**config.mk**
```make
export PLATFORM = sky130hd
export DESIGN_NAME = tc_psum_feeder
export DESIGN_NICKNAME = d
export VERILOG_FILES = /design/src/rtl/tc_psum_feeder.sv
export SDC_FILE = /design/constraint.sdc
export NUM_CORES = 1
export LEC_CHECK = 0
export CAP_MARGIN = 25
export CORE_AREA = 3 3 86 121
export CTS_CLUSTER_SIZE = 10
export DETAILED_ROUTE_END_ITERATION = 10
export DIE_AREA = 0 0 89 124
export SLEW_MARGIN = 20
export SYNTH_ARGS = -nofsm -noshare
export SYNTH_HDL_FRONTEND = slang
export SYNTH_SLANG_ARGS = --single-unit
```
**constraint.sdc**
```tcl
create_clock -name clk -period 4.5 [get_ports clk]
set_clock_uncertainty 0.2 [all_clocks]
set_input_delay 0.45 -clock clk [delete_from_list [all_inputs] [get_ports clk]]
set_output_delay 0.45 -clock clk [all_outputs]
set_load 0.03 [all_outputs]
```
**src/rtl/tc_psum_feeder.sv**
```systemverilog
// Partial-sum feeder: turns TILE_M-wide PE beats into positional accumulator
// writes, walking col -> row -> pass, then requests readout and waits out the drain.
module tc_psum_feeder #(
    parameter int M        = 16,
    parameter int N        = 16,
    parameter int TILE_M   = 4,
    parameter int DW_DATA  = 8,
    parameter int DW_POS   = 4,
    parameter int K_PASSES = 2,
    parameter int DRAIN    = 18
) (
    input  logic                      clk,
    input  logic                      rst_n,
    input  logic                      start,
    input  logic                      s_valid,
    output logic                      s_ready,
    input  logic [TILE_M*DW_DATA-1:0] s_data,
    output logic [DW_POS-1:0]         row,
    output logic [DW_POS-1:0]         col,
    output logic [TILE_M*DW_DATA-1:0] in,
    output logic                      input_en,
    output logic                      out_en,
    output logic                      busy,
    output logic                      done
);

    localparam int BW  = TILE_M * DW_DATA;
    localparam int PW  = (K_PASSES > 1) ? $clog2(K_PASSES) : 1;
    localparam int DCW = (DRAIN > 1) ? $clog2(DRAIN) : 1;

    localparam logic [DW_POS-1:0] C_LAST = DW_POS'(N - 1);
    localparam logic [DW_POS-1:0] R_LAST = DW_POS'(M - TILE_M);
    localparam logic [DW_POS-1:0] R_STEP = DW_POS'(TILE_M);
    localparam logic [PW-1:0]     P_LAST = PW'(K_PASSES - 1);
    localparam logic [DCW-1:0]    D_LOAD = DCW'(DRAIN - 1);

    typedef enum logic [2:0] {
        S_IDLE,
        S_ARM,
        S_LEAD,
        S_RUN,
        S_OUTREQ,
        S_DRAIN
    } state_e;

    state_e state_q, state_d;

    logic [DW_POS-1:0] c_q, c_d;
    logic [DW_POS-1:0] r_q, r_d;
    logic [PW-1:0]     p_q, p_d;
    logic [DCW-1:0]    dcnt_q, dcnt_d;

    logic              rdy_q;
    logic [DW_POS-1:0] row_q;
    logic [DW_POS-1:0] col_q;
    logic [BW-1:0]     data_q;
    logic              in_en_q;
    logic              out_en_q;
    logic              busy_q;
    logic              done_q;

    logic accept;
    logic last_beat;

    // rdy_q is high exactly while in RUN, so it doubles as the accept gate
    assign accept    = s_valid & rdy_q;
    assign last_beat = (c_q == C_LAST) && (r_q == R_LAST) && (p_q == P_LAST);

    always_comb begin
        state_d = state_q;
        c_d     = c_q;
        r_d     = r_q;
        p_d     = p_q;
        dcnt_d  = dcnt_q;
        unique case (state_q)
            S_IDLE: begin
                if (start) state_d = S_ARM;
            end
            S_ARM:  state_d = S_LEAD;
            S_LEAD: state_d = S_RUN;
            S_RUN: begin
                if (accept) begin
                    if (last_beat) begin
                        state_d = S_OUTREQ;
                        c_d     = '0;
                        r_d     = '0;
                        p_d     = '0;
                    end else if (c_q != C_LAST) begin
                        c_d = c_q + 1'b1;
                    end else begin
                        c_d = '0;
                        if (r_q != R_LAST) begin
                            r_d = r_q + R_STEP;
                        end else begin
                            r_d = '0;
                            p_d = p_q + 1'b1;
                        end
                    end
                end
            end
            S_OUTREQ: begin
                state_d = S_DRAIN;
                dcnt_d  = D_LOAD;
            end
            S_DRAIN: begin
                if (dcnt_q == '0) state_d = S_IDLE;
                else              dcnt_d  = dcnt_q - 1'b1;
            end
            default: state_d = S_IDLE;
        endcase
    end

    always_ff @(posedge clk or negedge rst_n) begin
        if (!rst_n) begin
            state_q  <= S_IDLE;
            c_q      <= '0;
            r_q      <= '0;
            p_q      <= '0;
            dcnt_q   <= '0;
            rdy_q    <= 1'b0;
            row_q    <= '0;
            col_q    <= '0;
            data_q   <= '0;
            in_en_q  <= 1'b0;
            out_en_q <= 1'b0;
            busy_q   <= 1'b0;
            done_q   <= 1'b0;
        end else begin
            state_q  <= state_d;
            c_q      <= c_d;
            r_q      <= r_d;
            p_q      <= p_d;
            dcnt_q   <= dcnt_d;
            rdy_q    <= (state_d == S_RUN);
            in_en_q  <= (state_d == S_ARM);
            out_en_q <= (state_d == S_OUTREQ);
            busy_q   <= (state_d != S_IDLE);
            done_q   <= (state_d == S_DRAIN) && (dcnt_d == '0);
            // accumulator adds every cycle, so idle cycles must carry zeros
            data_q   <= accept ? s_data : '0;
            if (accept) begin
                row_q <= r_q;
                col_q <= c_q;
            end
        end
    end

    assign s_ready  = rdy_q;
    assign row      = row_q;
    assign col      = col_q;
    assign in       = data_q;
    assign input_en = in_en_q;
    assign out_en   = out_en_q;
    assign busy     = busy_q;
    assign done     = done_q;

endmodule
```
Word level (Yosys, flattened, before mapping)
Index checks and enable logic that the tools add are counted.

operators by class
  add/subtract/negate cells = 4
  multipliers = 0
  div/mod/pow operators = 0
  magnitude comparators = 0
  equal/unequal tests = 15
  shift operators = 0
  multiplexer cells = 16
  bitwise operators = 1
  reduce and logical (&&, ||, !) cells = 10

operators with widths
  operator                                                             count
  32-bit two-way mux                                                   1
  4-bit two-way mux                                                    5
  3-bit one-hot mux with 6 select lines                                1
  3-bit == test (second input constant)                                4
  3-bit two-way mux                                                    4
  5-bit zero test                                                      2
  5-bit one-hot mux with 2 select lines                                1
  3-bit by 2-bit == test with 1-bit output (second input constant)     3
  4-bit == test (second input constant)                                2
  4-bit inequality test (second input constant)                        2
  3-bit by 1-bit == test with 1-bit output (second input constant)     2
  5-bit two-way mux                                                    1
  5-bit by 1-bit subtractor with 5-bit output (second input constant)  1
  4-bit by 1-bit adder with 4-bit output (second input constant)       1
  4-bit by 3-bit adder with 4-bit output (second input constant)       1
  2-bit inequality test (second input constant)                        2
  4-bit AND reduction                                                  1
  1-bit logical AND                                                    3
  3-bit zero test                                                      1
  1-bit two-way mux                                                    3
  3-bit AND reduction                                                  1
  3-bit nonzero test                                                   1
  2-bit AND reduction                                                  1
  1-bit adder (second input constant)                                  1
  1-bit AND                                                            1

storage, ports and cells
  register bits after elaboration = 62
  latch bits = 0
  memory bits (writable) = 0
  ROM bits = 0
  word-level logic and storage cells = 59
  memories = 0

Longest topological paths before layout
  depth after elaboration = 8
  mapped depth = 5
  depth with buffers taken out = 5

Worst setup path after synthesis
No wires, ideal clock.

  kind = reg-to-reg
  start point = register dcnt_q[0]
  end point = register state_q[0]
  arrival = 1431 ps
  data required time = 4161 ps
  path slack = 2730 ps
  cell stages (with the launch flop) = 6
  path buffers = 0
  path through = dfrtp_1 -> inv_1 -> ha_1 -> or4b_4 -> a21boi_2 -> o32ai_1

on the way
  cells in the longest elaborated chain, start to end = 3

ends and longest elaborated chain
  what                                   RTL line  source
  from (decl)                            51        logic [DCW-1:0] dcnt_q, dcnt_d;
  from (signal assigned)                 133       dcnt_q <= dcnt_d;
  5-bit zero test                        106       if (dcnt_q == '0) state_d = S_IDLE;
  3-bit two-way mux                      106
  3-bit one-hot mux with 6 select lines  75        unique case (state_q)
  net state_d[0]                         46        state_e state_q, state_d;
  to (signal assigned)                   129       state_q <= state_d;
  to (decl)                              46

The timed path passes the listed nets, and every way through them passes these cells.
A chain may end at the register's enable or synchronous reset.

Worst setup path in the final report
  start point = register rdy_q (netlist: s_ready)
  end point = output s_ready

RTL lines
  what                    RTL line  source
  from (decl)             53        logic rdy_q;
  from (signal assigned)  134       rdy_q <= (state_d == S_RUN);
  to (decl)               16        output logic s_ready,

No word-level cell between the ends.

==> flow_metrics.tcl <==
set metrics [dict create \
    cp_max_fo 36 \
    power_density_nw_per_um2 469 \
    cellInternalPower_uw 1210 \
    slew_headroom_pct 43.3 \
    p_comb_share_pct 20.4 \
    rows 42 \
    synthArstFlopShare_pct 100 \
    crit_path_end_kind "output port" \
    drtAntennaViolNets 0 \
    clockPowerShare_pct 40.1 \
    syn_area_per_cell_sq_um 12.6 \
    routed_wl_mm 5.47 \
    rsz0062_at_grt "false" \
    synth.top_cells.by_area "dfrtp_1 62%, and3_1 9.1%, mux2_2 4.8%, buf_4 1.6%, ha_1 1.6%" \
    power.leakage_uw 0.00158 \
    ys_warn_count 0 \
    dr.pass1.iters 4 \
    gp_congestion 0.723 \
    ir_drop_mv 0.258 \
    synth_cell_types 40 \
    slowest_stage "dfrtp_1" \
    num_antenna_cells 0 \
    setup_tns_ns 0 \
    htreeDepth 3 \
    status "finished clean" \
    netlist_instances 186 \
    min_path_type "reg -> reg" \
    cts_setup_buffers 0 \
    max_freq_ghz 0.374 \
    grt_overflow 0 \
    startpoint_type "flip-flop" \
    area_growth_pct 49.3 \
    ys_ff_latch 58 \
    worst_pin_slew_ns 0.850 \
    drtIter0Drc 90 \
    io_pins 81 \
    drv_cap 0 \
    routedWlPerCell_um 14.5 \
    die-area_sq_um 11000 \
    maxSlewViolCount 0 \
    power.net_switching_uw 430 \
    crit_type "reg -> out" \
    start_util_pct 24.9 \
    drive_above_1_share_pct 13.1 \
    vias_per_cell 4.60 \
    clk_pin_slew_ns 0.05 \
    synth.most_common_cell "dfrtp_1" \
    grt_max_degree 37 \
    die_x_um 89 \
    yosys.area.top_type "dfrtp_1" \
    grt_pass1_vias 1828 \
    clock-sinks 58 \
    yosys_most_used_dff "dfrtp_1" \
    cts_buffers 9 \
    period_needed_ns 2.68 \
    antenna_found_initial 0 \
    grt_first_pass_wirelength_mm 9.02 \
    setup_violations 0 \
    chipHeight_um 124 \
    cp.buffers_inverters 1 \
    syn_area_sq_um 2340 \
    switching_share_pct 26.2 \
    grt_use_total_pct 10.8 \
    fill_cells 899 \
    crit_path_max_incr_delay_ns 0.89 \
    core_sq_um 9410 \
    worstPathCellList "clkdlybuf4s50_1" \
    cts-root-buf "clkbuf_16" \
    cp.arrival_ns 2.03 \
    final_hold_viol_count 0 \
    cp.required_ns 3.85 \
    synthTopCellsByCount "58 x dfrtp_1, 34 x and3_1, 10 x mux2_2, 7 x clkbuf_1, 7 x nor2_1" \
    ctsResizeCount 0 \
    timing.final.crit_share_pct 59.5 \
    pwr-share-seq_pct 39.4 \
    clkLatencyLatePin_ns 0.31 \
    post-route-drc-count 0 \
    yosysSeqAreaShare_pct 61.9 \
    synth_edf_count 0 \
    hpwl_mm 3.81 \
    fin_nets 304 \
    tritoncts "done" \
    crit_family "flip-flops" \
    netlist.area_leader.share_pct 61.9 \
    portBuffers 78 \
    clockBufferDepth 2 \
    p_total_uw 1640 \
    vias 1740 \
]
power groups by stage:
stage               clock network (uW)  registers, uW  logic (uW)
detailed placement                   0            656         339
global route                       705            660         362
finish                             660            648         336
CTS                                681            649         341
global placement                     0            657         332
floorplan                            0            729         108
layer usage:
| layer | up-vias | part of all wire [%] | track usage (%) | routed length (um) |
|---|---|---|---|---|
| met5 | - | 0 | 0 | 0 |
| met4 | 0 | 1.4 | 6.15 | 78 |
| met3 | 4 | 4.2 | 2.12 | 232 |
| met2 | 53 | 53 | 18.3 | 2890 |
| met1 | 860 | 41 | 12.6 | 2260 |
| li1 | 823 | - | - | - |
per-stage QoR:
stage	std cells	setup WS [ns]	instance area (sq um)	util (%)	hold slack, ns
CTS	377	1.76	3490	37.1	0.272
floorplan	187	2.73	2350	-	-0.0456
global route	378	1.62	3500	37.2	0.293
finish	378	1.82	3500	37.2	0.269
detailed placement	362	1.59	3180	33.8	0.260
global placement	362	1.65	3180	33.8	0.258
registers in the layout, indices dropped and copies added, names as in the netlist:
signal,count
p_q,1
col,4
busy,1
input_en,1
row,2
out_en,1
c_q,4
state_q,3
in,32
s_ready,1
done,1
r_q,2
dcnt_q,5
timing repair:
item	in CTS	in global routing
endpoints found under the setup margin	0	0
hold buffers	1	0
endpoints found under the hold margin	28	0
cell usage in the layout, fill, tap and decap left out, types with 2 or more instances in the layout:
cell,count
clkdlybuf4s50_1,77
mux2_2,10
o21ai_0,4
nor3_1,2
ha_1,3
clkinv_2,2
clkbuf_16,9
dfrtp_1,58
a21o_1,2
nor2_1,7
nor2b_1,3
a31oi_1,2
and3_1,34
nand3_1,6
inv_1,5
a21oi_1,3
nor4_1,5
nand2_1,5
o41ai_1,2
clkbuf_8,2
conb_1,2
worst paths after layout:
path / endpoint / slack, ns / depth (start not counted) / start
setup / recovery: s_ready / 1.82 / 1 / s_ready
hold / removal: p_q / 0.27 / 1 / p_q
setup reg to reg: r_q[2] / 2.30 / 3 / s_ready
hold reg to reg: p_q / 0.27 / 1 / p_q
max in group asynchronous: p_q / 2.76 / 3 / rst_n
min in group asynchronous: in[17] / 0.51 / 2 / rst_n
final cells by class:
cell class / count / area [sq um] / share of cell area, %
timing repair buffer: 81 / 808 / 23.1
inverter: 5 / 18.8 / 0.536
tap: 110 / 138 / 3.93
clock buffer: 11 / 253 / 7.22
clock inverter: 3 / 40.0 / 1.14
sequential: 58 / 1450 / 41.5
multi-input combinational: 110 / 792 / 22.6
cells by family after synthesis:
| family | share of synthesized area [%] |
|---|---|
| simple gates | 18.8 |
| xor+xnor | 0.747 |
| buf+inv | 4.48 |
| other cells | 0.160 |
| compound gates | 7.47 |
| fa+ha+maj | 1.60 |
| mux | 4.80 |
| flops | 61.9 |
Note: power is estimated with default switching activity, not from simulation.
